--- src/rtl/tnn_pkg.sv ---
// Shared TNN types: spike-time encoding and the input-encoder state set.
// The same spike_time_t is reused by the neuron and STDP stages.
package tnn_pkg;

  localparam int SPIKE_TIME_W = 3;

  typedef logic [SPIKE_TIME_W-1:0] spike_time_t;

  // All-ones time means "this input does not fire in this gamma cycle".
  localparam spike_time_t NO_SPIKE = '1;

  typedef enum logic [1:0] {
    IDLE = 2'd0,
    RUN  = 2'd1,
    REST = 2'd2
  } enc_state_t;

endpackage

--- src/rtl/spike_encoder_gamma_counter.sv ---
// Gamma-cycle sequencer: IDLE -> RUN (window slots 0..2^TIME_W-2) -> REST -> IDLE.
// Exposes next state/slot so the parent can register spikes aligned with the slot they belong to.
module gamma_counter
  import tnn_pkg::*;
#(
  parameter int TIME_W      = SPIKE_TIME_W,
  parameter int REST_CYCLES = 2
) (
  input  logic              clk_i,
  input  logic              rst_i,
  input  logic              in_valid_i,
  output enc_state_t        state_o,
  output enc_state_t        state_d_o,
  output logic [TIME_W-1:0] t_d_o,
  output logic              in_ready_o,
  output logic              gamma_start_o,
  output logic              gamma_done_o
);

  localparam int                REST_W = $clog2(REST_CYCLES + 1);
  localparam logic [TIME_W-1:0] T_LAST = TIME_W'((1 << TIME_W) - 2);
  localparam logic [REST_W-1:0] R_LAST = REST_W'(REST_CYCLES - 1);

  enc_state_t        state_q, state_d;
  logic [TIME_W-1:0] t_q, t_d;
  logic [REST_W-1:0] rest_q, rest_d;
  logic              in_ready_q, in_ready_d;
  logic              gamma_start_q, gamma_start_d;
  logic              gamma_done_q, gamma_done_d;

  always_comb begin
    state_d       = state_q;
    t_d           = t_q;
    rest_d        = rest_q;
    gamma_start_d = 1'b0;
    case (state_q)
      IDLE: begin
        if (in_valid_i) begin
          state_d       = RUN;
          t_d           = '0;
          gamma_start_d = 1'b1;
        end
      end
      RUN: begin
        // The slot counter stops at T_LAST, so it never reaches the NO_SPIKE code.
        if (t_q == T_LAST) begin
          state_d = REST;
          rest_d  = '0;
        end else begin
          t_d = t_q + TIME_W'(1);
        end
      end
      REST: begin
        if (rest_q == R_LAST) begin
          state_d = IDLE;
        end else begin
          rest_d = rest_q + REST_W'(1);
        end
      end
      default: state_d = IDLE;
    endcase
    gamma_done_d = (state_d == REST) && (rest_d == R_LAST);
    in_ready_d   = (state_d == IDLE);
  end

  always_ff @(posedge clk_i or posedge rst_i) begin
    if (rst_i) begin
      state_q       <= IDLE;
      t_q           <= '0;
      rest_q        <= '0;
      in_ready_q    <= 1'b1;
      gamma_start_q <= 1'b0;
      gamma_done_q  <= 1'b0;
    end else begin
      state_q       <= state_d;
      t_q           <= t_d;
      rest_q        <= rest_d;
      in_ready_q    <= in_ready_d;
      gamma_start_q <= gamma_start_d;
      gamma_done_q  <= gamma_done_d;
    end
  end

  assign state_o       = state_q;
  assign state_d_o     = state_d;
  assign t_d_o         = t_d;
  assign in_ready_o    = in_ready_q;
  assign gamma_start_o = gamma_start_q;
  assign gamma_done_o  = gamma_done_q;

endmodule

--- src/rtl/spike_encoder.sv ---
// Race-logic input encoder: latches one spike-time vector per gamma cycle and replays it as
// active-low one-cycle pulses. Handshake: a vector transfers on a rising edge where in_valid & in_ready.
module spike_encoder
  import tnn_pkg::*;
#(
  parameter int NUM_INPUTS  = 4,
  parameter int TIME_W      = SPIKE_TIME_W,
  parameter int REST_CYCLES = 2
) (
  input  logic                         clock,
  input  logic                         reset,
  input  logic                         in_valid,
  output logic                         in_ready,
  input  logic [NUM_INPUTS*TIME_W-1:0] in_times,
  output logic [NUM_INPUTS-1:0]        should_spike_out_l,
  output logic                         gamma_start,
  output logic                         gamma_done
);

  localparam logic [TIME_W-1:0] NO_SPIKE_T = '1;

  enc_state_t                   state, state_d;
  logic [TIME_W-1:0]            t_d;
  logic                         accept;
  logic                         run_next;
  logic [NUM_INPUTS*TIME_W-1:0] times_q, times_d;
  logic [NUM_INPUTS-1:0]        spikes_q, spikes_d;

  gamma_counter #(
    .TIME_W      (TIME_W),
    .REST_CYCLES (REST_CYCLES)
  ) u_gamma_counter (
    .clk_i         (clock),
    .rst_i         (reset),
    .in_valid_i    (in_valid),
    .state_o       (state),
    .state_d_o     (state_d),
    .t_d_o         (t_d),
    .in_ready_o    (in_ready),
    .gamma_start_o (gamma_start),
    .gamma_done_o  (gamma_done)
  );

  assign accept   = in_valid && (state == IDLE);
  assign times_d  = accept ? in_times : times_q;
  assign run_next = (state_d == RUN);

  // Compare against next-cycle slot so the registered pulse lands exactly in slot t.
  for (genvar i = 0; i < NUM_INPUTS; i++) begin : g_cmp
    logic [TIME_W-1:0] time_i;
    assign time_i      = times_d[i*TIME_W +: TIME_W];
    assign spikes_d[i] = !(run_next && (time_i == t_d) && (time_i != NO_SPIKE_T));
  end

  always_ff @(posedge clock or posedge reset) begin
    if (reset) begin
      times_q  <= '0;
      spikes_q <= '1;
    end else begin
      times_q  <= times_d;
      spikes_q <= spikes_d;
    end
  end

  assign should_spike_out_l = spikes_q;

endmodule
--- config.mk ---
export PLATFORM = sky130hd
export DESIGN_NAME = spike_encoder
export DESIGN_NICKNAME = d
export VERILOG_FILES = /design/src/rtl/tnn_pkg.sv /design/src/rtl/spike_encoder_gamma_counter.sv /design/src/rtl/spike_encoder.sv
export SDC_FILE = /design/constraint.sdc
export NUM_CORES = 1
export LEC_CHECK = 0
export CORE_MARGIN = 2
export CORE_UTILIZATION = 40
export CTS_CLUSTER_DIAMETER = 40
export DETAILED_ROUTE_END_ITERATION = 8
export PLACE_DENSITY_LB_ADDON = 0.1
export RECOVER_POWER = 25
export SETUP_SLACK_MARGIN = 0.5
export SLEW_MARGIN = 20
export SYNTH_ARGS = -nofsm -noshare
export SYNTH_HDL_FRONTEND = slang
export SYNTH_SLANG_ARGS = --single-unit
--- constraint.sdc ---
create_clock -name clock -period 2.5 [get_ports clock]
set_input_delay 0.375 -clock clock [delete_from_list [all_inputs] [get_ports clock]]
set_output_delay 0.375 -clock clock [all_outputs]
set_load 0.03 [all_outputs]
# After elaboration in Yosys (flattened, before gate mapping)
# Cells that the tools add are included.
word_totals:
  elab_cells: 54
  regBits: 26
  out_inout_bits: 7
  input_bits: 15
op_classes:
  reduce_logical: 16
  n_addsub: 2
  n_eq_ne: 15
  n_mux: 13
op_table:
  columns: ["operator", "n"]
  rows:
  - ["$eq A3 B3 Y1", 4]
  - ["$mux W12", 1]
  - ["$ne A3 B3 Y1 const B", 4]
  - ["$logic_and A1 B1 Y1", 10]
  - ["$mux W2", 5]
  - ["$eq A2 B1 Y1 const B", 4]
  - ["$mux W3", 2]
  - ["$pmux W2 S3", 1]
  - ["$pmux W3 S2", 1]
  - ["$eq A2 B2 Y1 const B", 2]
  - ["$logic_not A1 Y1", 4]
  - ["$logic_not A2 Y1", 2]
  - ["$pmux W2 S2", 1]
  - ["$add A3 B1 Y3 const B", 1]
  - ["$eq A3 B3 Y1 const B", 1]
  - ["$add A2 B1 Y2 const B", 1]
  - ["$mux W1", 2]

# Logic depth before layout (Yosys ltp)
logic_depth:
  ltp_word: 7
  ltp_mapped: 8
  mapped_depth_nobuf: 8

# Hierarchy
# Synthesis repeated with hierarchy kept, for this count alone.
unflattened:
  cells_unflattened: 140
  area_unflattened_um2: 1442.6
by_module_without_submodules:
  columns: ["mod", "cells_each", "area_each_um2", "n_inst", "seq_area_each_um2"]
  rows:
  - ["spike_encoder", 88, 894.6, 1, 405.4]
  - ["gamma_counter", 52, 548.0, 1, 251.5]

# Worst setup path before layout
# OpenSTA, ideal clock, no wires.
synth_path:
  path_type: "reg2reg"
  from: "register u_gamma_counter.state_q[0] (netlist: u_gamma_counter.state_o[0])"
  to: "register spikes_q[3] (netlist: should_spike_out_l[3])"
  stages_incl_launch_ff: 8
  n_path_buf: 0
  t_required_ns: 2.406
  synth_period_minus_slack_ns: 2.174
  path_slack_ns: 0.326
  arrival_ns: 2.080
  setup_ns: 0.094
  path_cell_list: "dfrtp_1 -> inv_1 -> ha_1 -> mux2i_1 -> a21oi_1 -> a21oi_1 -> xor2_1 -> or4_1"
synth_via:
  elab_cells_between_ends: 16
  cone_classes: "5 x eq/ne; 6 x mux; 5 x reduce/logical"
synth_rtl:
  columns: ["element", "line_no", "rtl"]
  rows:
  - ["start, declared", "spike_encoder_gamma_counter.sv:24", "enc_state_t state_q, state_d;"]
  - ["start signal, assigned", "spike_encoder_gamma_counter.sv:75", "state_q <= state_d;"]
  - ["$eq A2 B1 Y1 / $logic_not A2 Y1 (equally long branches)", "spike_encoder_gamma_counter.sv:36", "case (state_q)"]
  - ["$pmux W3 S2 *", "spike_encoder_gamma_counter.sv:36", null]
  - ["named net t_d[2]", "spike_encoder.sv:23", "logic [TIME_W-1:0] t_d;"]
  - ["$eq A3 B3 Y1 *", "spike_encoder.sv:52", "assign spikes_d[i] = !(run_next && (time_i == t_d) && (time_i != NO_SPIKE_T));"]
  - ["$logic_and A1 B1 Y1 * (2 in a row)", "spike_encoder.sv:52", null]
  - ["$logic_not A1 Y1 *", "spike_encoder.sv:52", null]
  - ["named net spikes_d[3]", "spike_encoder.sv:27", "logic [NUM_INPUTS-1:0] spikes_q, spikes_d;"]
  - ["end signal, assigned", "spike_encoder.sv:61", "spikes_q <= spikes_d;"]
  - ["end, declared", "spike_encoder.sv:27", null]
# The timed path passes the listed nets; every way through them passes the cells marked *.

# Worst setup path after layout
layout_path:
  from: "input port in_valid"
  to: "register spikes_q[1] (netlist: should_spike_out_l[1])"
layout_via:
  elab_chain_cells: 6
  elab_cells_between_ends: 12
  cone_classes: "3 x eq/ne; 5 x mux; 4 x reduce/logical"
layout_rtl:
  columns: ["element", "line_no", "rtl"]
  rows:
  - ["start, declared", "spike_encoder.sv:12", "input logic in_valid,"]
  - ["$logic_and A1 B1 Y1 *", "spike_encoder.sv:44", "assign accept = in_valid && (state == IDLE);"]
  - ["$mux W12 *", "spike_encoder.sv:45", "assign times_d = accept ? in_times : times_q;"]
  - ["named net times_d[4]", "spike_encoder.sv:26", "logic [NUM_INPUTS*TIME_W-1:0] times_q, times_d;"]
  - ["$eq A3 B3 Y1", "spike_encoder.sv:52", null]
  - ["$logic_and A1 B1 Y1", "spike_encoder.sv:52", null]
  - ["$logic_and A1 B1 Y1 *", "spike_encoder.sv:52", null]
  - ["$logic_not A1 Y1 *", "spike_encoder.sv:52", null]
  - ["named net spikes_d[1]", "spike_encoder.sv:27", null]
# Marks and branches as above.

==> results.md <==
- GR Overflow Total: 0
- GPL Wtd Cong: 0.811
- Non-Filler Instances: 204
- Die W: 61.9 um
- Post-Synth XOR/XNOR Area: 0.0458
- Cts bufs inserted: 3
- Diodes inserted: 0
- # rows: 21
- Post-synthesis cell type count: 35
- Nets: 180
- HP Class: in -> async
- Final Hold Fails: 0
- CP arrival: 2400 ps
- Worst Tran Pin Value: 688 ps
- TritonCTS clock tree: built
- # IOs: 22
- Final worst path period share: 0.854
- Post-DP HPWL: 1940 um
- Yosys warns: 0
- CTS Sinks: 26
- Placed cells: 184
- Startpoint types: primary input
- Post-place setup slack: 95.0 ps
- Vias in the first global route: 999
- Detail Route Antenna Nets: 0
- Min cycle time layout: 2130 ps
- Adder-Cell Fraction of Synth Area: 0.0560
- Drc violations: 0
- CTS clk-pin slew, worst paths: 150 ps
- Wire per inst: 13.4 um
- Required time of the critical path: 2770 ps
- Maximum vdd ir drop: 0.708 mV
- Clk Latency, worst-skew pair: 320 ps
- Initial antenna violation count: 0
- Worst-case clock skew: 2.32 ps
- Vias: 1006
- Longest Clk Path Bufs: 2
- RSZ-0062 raised after global routing: true
- Htree depth: 1
- Layout cells sized above 1: 0.411
- CP Capture Type: register
- CTS hold repair buffers: 0
- Drt pass-1 iters: 4
- Via density: 4.93
- Power Dens Cells: 1440 nW/um2
- Synth Area in Simple Gates: 0.103
- Commonest cells after routing, fill and taps aside: clkdlybuf4s50_1 (20), dfrtp_1 (19), buf_4 (18)
- Post-synthesis cell count: 114
- DRT Wirelength: 2740 um
- Area of the core: 3280 um2
- Kind of critical path: in -> reg
- Register area: 659 um2
- Final-report max-slew violation count: 0
- #FFs+latches synth: 26
- R2r startpoint: u_gamma_counter.state_o[0]
- Static leakage: 0.871 nW
- Drt initial violations: 14
- Pin count of the biggest net entering global routing: 16
- Synth Net Count: 135
- Post-route setup TNS: 0 ps
- Final core utilization: 0.612
- Global-route wire length before repair: 4460 um
- Initial core utilization: 0.408
- Slew margin rel.: 0.541
- Synth top area share: 0.392
- Status: complete, no violations
- Sequential fraction of the synthesis area: 0.490
- F_max: 469 MHz
- Most common cell after layout, fill and taps aside: clkdlybuf4s50_1
- Top cells by area, synth: dfrtp_1 (39%), dfstp_2 (9.8%), mux2i_1 (6.7%), ha_1 (5.6%), mux2_2 (5.0%)
- Final setup viols: 0
- Die ar.: 3830 um2
- Syn Area/Cell: 11.8 um2
- Yosys top cell by area: dfrtp_1
- Mapped Area: 1340 um2
- Fill count: 278
- Minimum hold slack: 495 ps
- Mux share of post-synthesis cell area: 0.129
- Main combinational cell family by area after synthesis: multiplexers
- Setup crit start: in_valid
- Compound-Gate Fraction of Synth Area: 0.126
- Multi-input logic area: 812 um2
- Clk root buf: clkbuf_4
- Max FO, Critical Path: 4
- Die extent in y: 61.9 um
- GR Util All Layers: 0.161
- Max Cap Viol: 0
- Final WS setup: 366 ps
- Area Growth Syn to Fin: 50.0%
- Port bufs: 21
==> metal layers <==
metal / track usage / routed length, um / vias up
met3: 0.0476 / 100 / 2
met2: 0.271 / 1380 / 22
met1: 0.203 / 1240 / 498
li1: - / - / 484
met4: 0.0395 / 22 / 0
met5: 0 / 0 / -
==> synth_stat cells <==
master and count:
buf_6 1, a32oi_4 1, mux2i_1 9, nand2_2 1
nand3_1 1, dfstp_2 5, a221oi_2 1, nor4b_1 1
mux2_4 1, nor3_1 1, a211oi_1 1, dfrtp_1 21
or4_1 4, a22oi_1 1, inv_1 13, a21o_1 1
a21bo_2 1, o22ai_1 1, buf_4 1, mux2_2 6
nor2b_1 3, o21a_1 1, nand2b_1 3, xor2_1 3
a21boi_0 1, nor2_1 2, nor3_2 1, xnor2_1 4
nand2_1 3, or2_0 1, a21oi_1 8, or4b_1 1
o21ai_0 3, a211o_1 2, ha_1 6
==> state kept, by name (all words and copies together) (netlist names) <==
signal and flops:
times_q 12, should_spike_out_l 4, u_gamma_counter.t_q 3, u_gamma_counter.rest_q 2
u_gamma_counter.state_o 2, u_gamma_counter.gamma_done_o 1, u_gamma_counter.gamma_start_o 1, u_gamma_counter.in_ready_o 1
==> final timing paths <==
check                                          to  slack [ps]  cells after the start
setup / recovery            should_spike_out_l[1]         370                      6
hold / removal                         times_q[0]         490                      2
setup reg to reg            should_spike_out_l[1]         400                      7
hold reg to reg                        times_q[6]         530                      2
max in group asynchronous  u_gamma_counter.t_q[0]         990                      3
min in group clock                     times_q[6]         530                      2
==> kinds of logic (layout without fill, tap and decap cells) <==
group	after synthesis	after routing
AND/OR/NAND/NOR	22	22
XOR/XNOR	7	7
adder cells (fa/ha/maj)	6	6
flip-flops	26	26
AO/OA/AOI/OAI	22	22
buffers and inverters	15	59
multiplexers	16	16
==> layout make-up <==
cell class,count,area share
multi-input cells,73,0.404
flip-flops and latches,26,0.328
repair buffers,42,0.189
well taps,46,0.0286
inverters,13,0.0243
clock inverters,1,0.0149
clock buffers,3,0.0112
==> critical path, cell delays in order <==
cell and delay, ps:
clkdlybuf4s50_1 710, nand2_8 120, mux2_4 320, or4_1 400, a21o_1 180, a211o_1 300
==> stage by stage <==
stage / total power, W / instance area (um2)
global placement: 0.00208 / 1680
detailed placement: 0.00209 / 1680
global route: 0.00312 / 2010
finish: 0.00290 / 2010
CTS: 0.00270 / 1910
floorplan: 0.00175 / 1390
==> power breakdown <==
part	internal (W)	switching [W]	leakage, nW
Sequential	0.000635	0.000112	0.308
Combinational	0.000975	0.000884	0.535
Clock	0.000162	0.000130	0.0279
==> repair_timing <==
action | CTS | global route
hold endpoints to repair | 0 | 0
buffers inserted | 13 | 3
setup endpoints to repair | 4 | 4
gates resized for setup | 21 | 15
pin swaps | 15 | 5
No activity file was read; power rests on OpenSTA's default activity.
==> patch: new RTL, same settings <==
`REST_CYCLES` is set to 2 in 2 places; all go to 1.
--- a/src/rtl/spike_encoder_gamma_counter.sv
+++ b/src/rtl/spike_encoder_gamma_counter.sv
@@ -5,5 +5,5 @@
 #(
   parameter int TIME_W      = SPIKE_TIME_W,
-  parameter int REST_CYCLES = 2
+  parameter int REST_CYCLES = 1
 ) (
   input  logic              clk_i,
--- a/src/rtl/spike_encoder.sv
+++ b/src/rtl/spike_encoder.sv
@@ -6,5 +6,5 @@
   parameter int NUM_INPUTS  = 4,
   parameter int TIME_W      = SPIKE_TIME_W,
-  parameter int REST_CYCLES = 2
+  parameter int REST_CYCLES = 1
 ) (
   input  logic                         clock,
Check against the original RTL: not equivalent (Yosys sat finds a counterexample within 10 cycles, from zero or initial values and one cycle with reset high).
==> patch against the original RTL <==
Design area is 16% lower; sequential cell count fell by 1; routed wire length shrank 12%; worst setup slack better by 210 ps; global-route usage decreased by 1.0 points; maximum frequency increased by 11%; synthesized area shrank 1.0%; total power fell by 20%; core utilization is 6.6 points lower; highest routed layer unchanged.
==> patch: results (changes against the original RTL) <==
outcome: "finished, final reports clean"  # unchanged
yosys-top-cells-count: "dfrtp_1, inv_1, mux2_2"  # was dfrtp_1, inv_1, mux2i_1
antenna_cells: 0  # unchanged
wl_per_cell_um: 13.26  # was 13.42 um
cts_buffers: 3  # unchanged
leakagePower_nw: 0.7452  # was 0.8706 nW
worstSkewPairLatency_ps: 310
crit_fanout: 12  # was 4
grt_pass1_vias: 935  # was 999
slew_headroom_pct: 11.68  # was 54.11%
synth_async_sr_flop_share_pct: 100.0  # unchanged
r2r-start: "u_gamma_counter.state_o[1]"  # was u_gamma_counter.state_o[0]
place_hpwl_mm: 1.753  # was 1.942 mm
via_per_inst: 4.928  # was 4.931
nNetsFinal: 159  # was 180
p_sw_mw: 0.9296  # was 1.126 mW
synth.distinct_cells: 37  # was 35
vias: 892  # was 1006
largest_reg_flops: 12  # unchanged
synth_area_leaders: "dfrtp_1, dfstp_2, mux2_2, ha_1, inv_1"  # was dfrtp_1, dfstp_2, mux2i_1, ha_1, mux2_2
r2r_slack_ps: 570  # was 400 ps
placed_cells: 171  # was 184
overflow: 0  # unchanged
gp_congestion: 0.8289  # was 0.8111
synth_fp_nets: 128  # was 135
arrival_ps: 2160  # was 2400 ps
port_buffers: 21  # unchanged
grt_max_degree: 26  # was 16
whs_ps: 524.6  # was 494.7 ps
grt_pass1_wl_mm: 4.140  # was 4.457 mm
postRouteAntennaNets: 0  # unchanged
netlist_instances: 107  # was 114
drive_gt1_share_pct: 27.74  # was 41.14%
hp-start: "times_q[6]"
synth_warnings: 0  # unchanged
fin_setup_tns_ps: 0  # unchanged
h-tree-depth: 1  # unchanged
gr-usage-all-layers_pct: 15.06  # was 16.08%
root_buffer: "clkbuf_4"  # unchanged
vdd_drop_max_mv: 0.6182  # was 0.7078 mV
clk_pin_slew_ps: 130  # was 150 ps
regMostFlops: "times_q"  # unchanged
min_path_cells: 2
finClkSkew_ps: 3.740  # was 2.323 ps
hp-class: "register to register"  # was input port to async pin
antenna_found_initial: 0  # unchanged
yosysSeqAreaShare_pct: 47.64  # was 49.02%
drt_iter0_drc: 19  # was 14
cts_buffer_depth: 2  # unchanged
rr_worst_depth: 8  # was 7
fill_cells: 300  # was 278
holdPathEnd: "times_q[6]"
==> patch: metal layers <==
metal / routed length, um / track usage (%)
met3: 79 / 2.941
met2: 1128 / 23.31
met1: 1142 / 20.05
met4: 51 / 7.599
met5: 0 / 0
==> patch: logic make-up after synthesis <==
| logic type | count (synthesis) | synth area share [%] |
|---|---|---|
| AOI/OAI and AO/OA | 22 | 14.72 |
| xor gates and xnor gates | 7 | 4.623 |
| adders and majority gates | 6 | 5.660 |
| buffers and inverters | 14 | 5.660 |
| DFF | 25 | 47.64 |
| muxes | 15 | 13.11 |
| and+or+nand+nor | 18 | 8.586 |
==> patch: timing repair <==
item | CTS | global route
setup buffers | 2 | 4
gates resized for setup | 7 | 5
hold buffers | 0 | 0
pin swaps | 1 | 2
cloned | 0 | 0
endpoints found under the setup margin | 4 | 4
==> patch: cell type report <==
| class | count | area [um^2] | area share, % |
|---|---|---|---|
| clock buffers | 4 | 26.28 | 1.551 |
| multi-input cells | 68 | 664.4 | 39.22 |
| flip-flops and latches | 25 | 633.1 | 37.37 |
| inverters | 11 | 41.29 | 2.437 |
| repair buffers | 29 | 274.0 | 16.17 |
| well taps | 44 | 55.05 | 3.250 |
==> patch: power groups by stage <==
stage | Combinational, mW | Sequential (mW) | Clock (mW)
4_1_cts | 1.36 | 0.699 | 0.186
5_1_grt | 1.59 | 0.721 | 0.202
6_report | 1.44 | 0.700 | 0.176
3_3_place_gp | 1.25 | 0.701 | 0
3_5_place_dp | 1.27 | 0.705 | 0
2_1_floorplan | 0.949 | 0.785 | 0
==> patch: per-stage QoR <==
stage | total power [mW] | utilization [%] | instance area, um^2 | setup WS (ps)
after global routing | 2.511 | 54.60 | 1694 | 407.0
after global placement | 1.951 | 50.69 | 1573 | 331.0
after floorplan | 1.734 | - | 1326 | 568.8
final | 2.314 | 54.60 | 1694 | 572.4
after detailed placement | 1.978 | 50.69 | 1573 | 276.6
after CTS | 2.250 | 53.06 | 1647 | 520.3
==> patch: worst max-delay path by stage <==
| stage | start | to | slack, ps | cells after the start |
|---|---|---|---|---|
| 3_3_place_gp | in_valid | should_spike_out_l[1] | 330 | 7 |
| 6_report | u_gamma_counter.state_o[1] | should_spike_out_l[1] | 570 | 8 |
| 2_1_floorplan | u_gamma_counter.state_o[0] | should_spike_out_l[3] | 570 | 7 |
| 4_1_cts | u_gamma_counter.state_o[1] | should_spike_out_l[1] | 520 | 7 |
| 5_1_grt | reset | u_gamma_counter.t_q[0] | 410 | 3 |
| 3_5_place_dp | in_valid | should_spike_out_l[1] | 280 | 7 |
==> patch: worst max-delay path, cell delays in order, from the launching register on <==
cell and delay, ps:
dfrtp_1 430, inv_1 120, ha_4 210, nand2_4 100, buf_8 170, mux2_2 390, nor3_1 140, o211a_1 180
o211ai_1 90
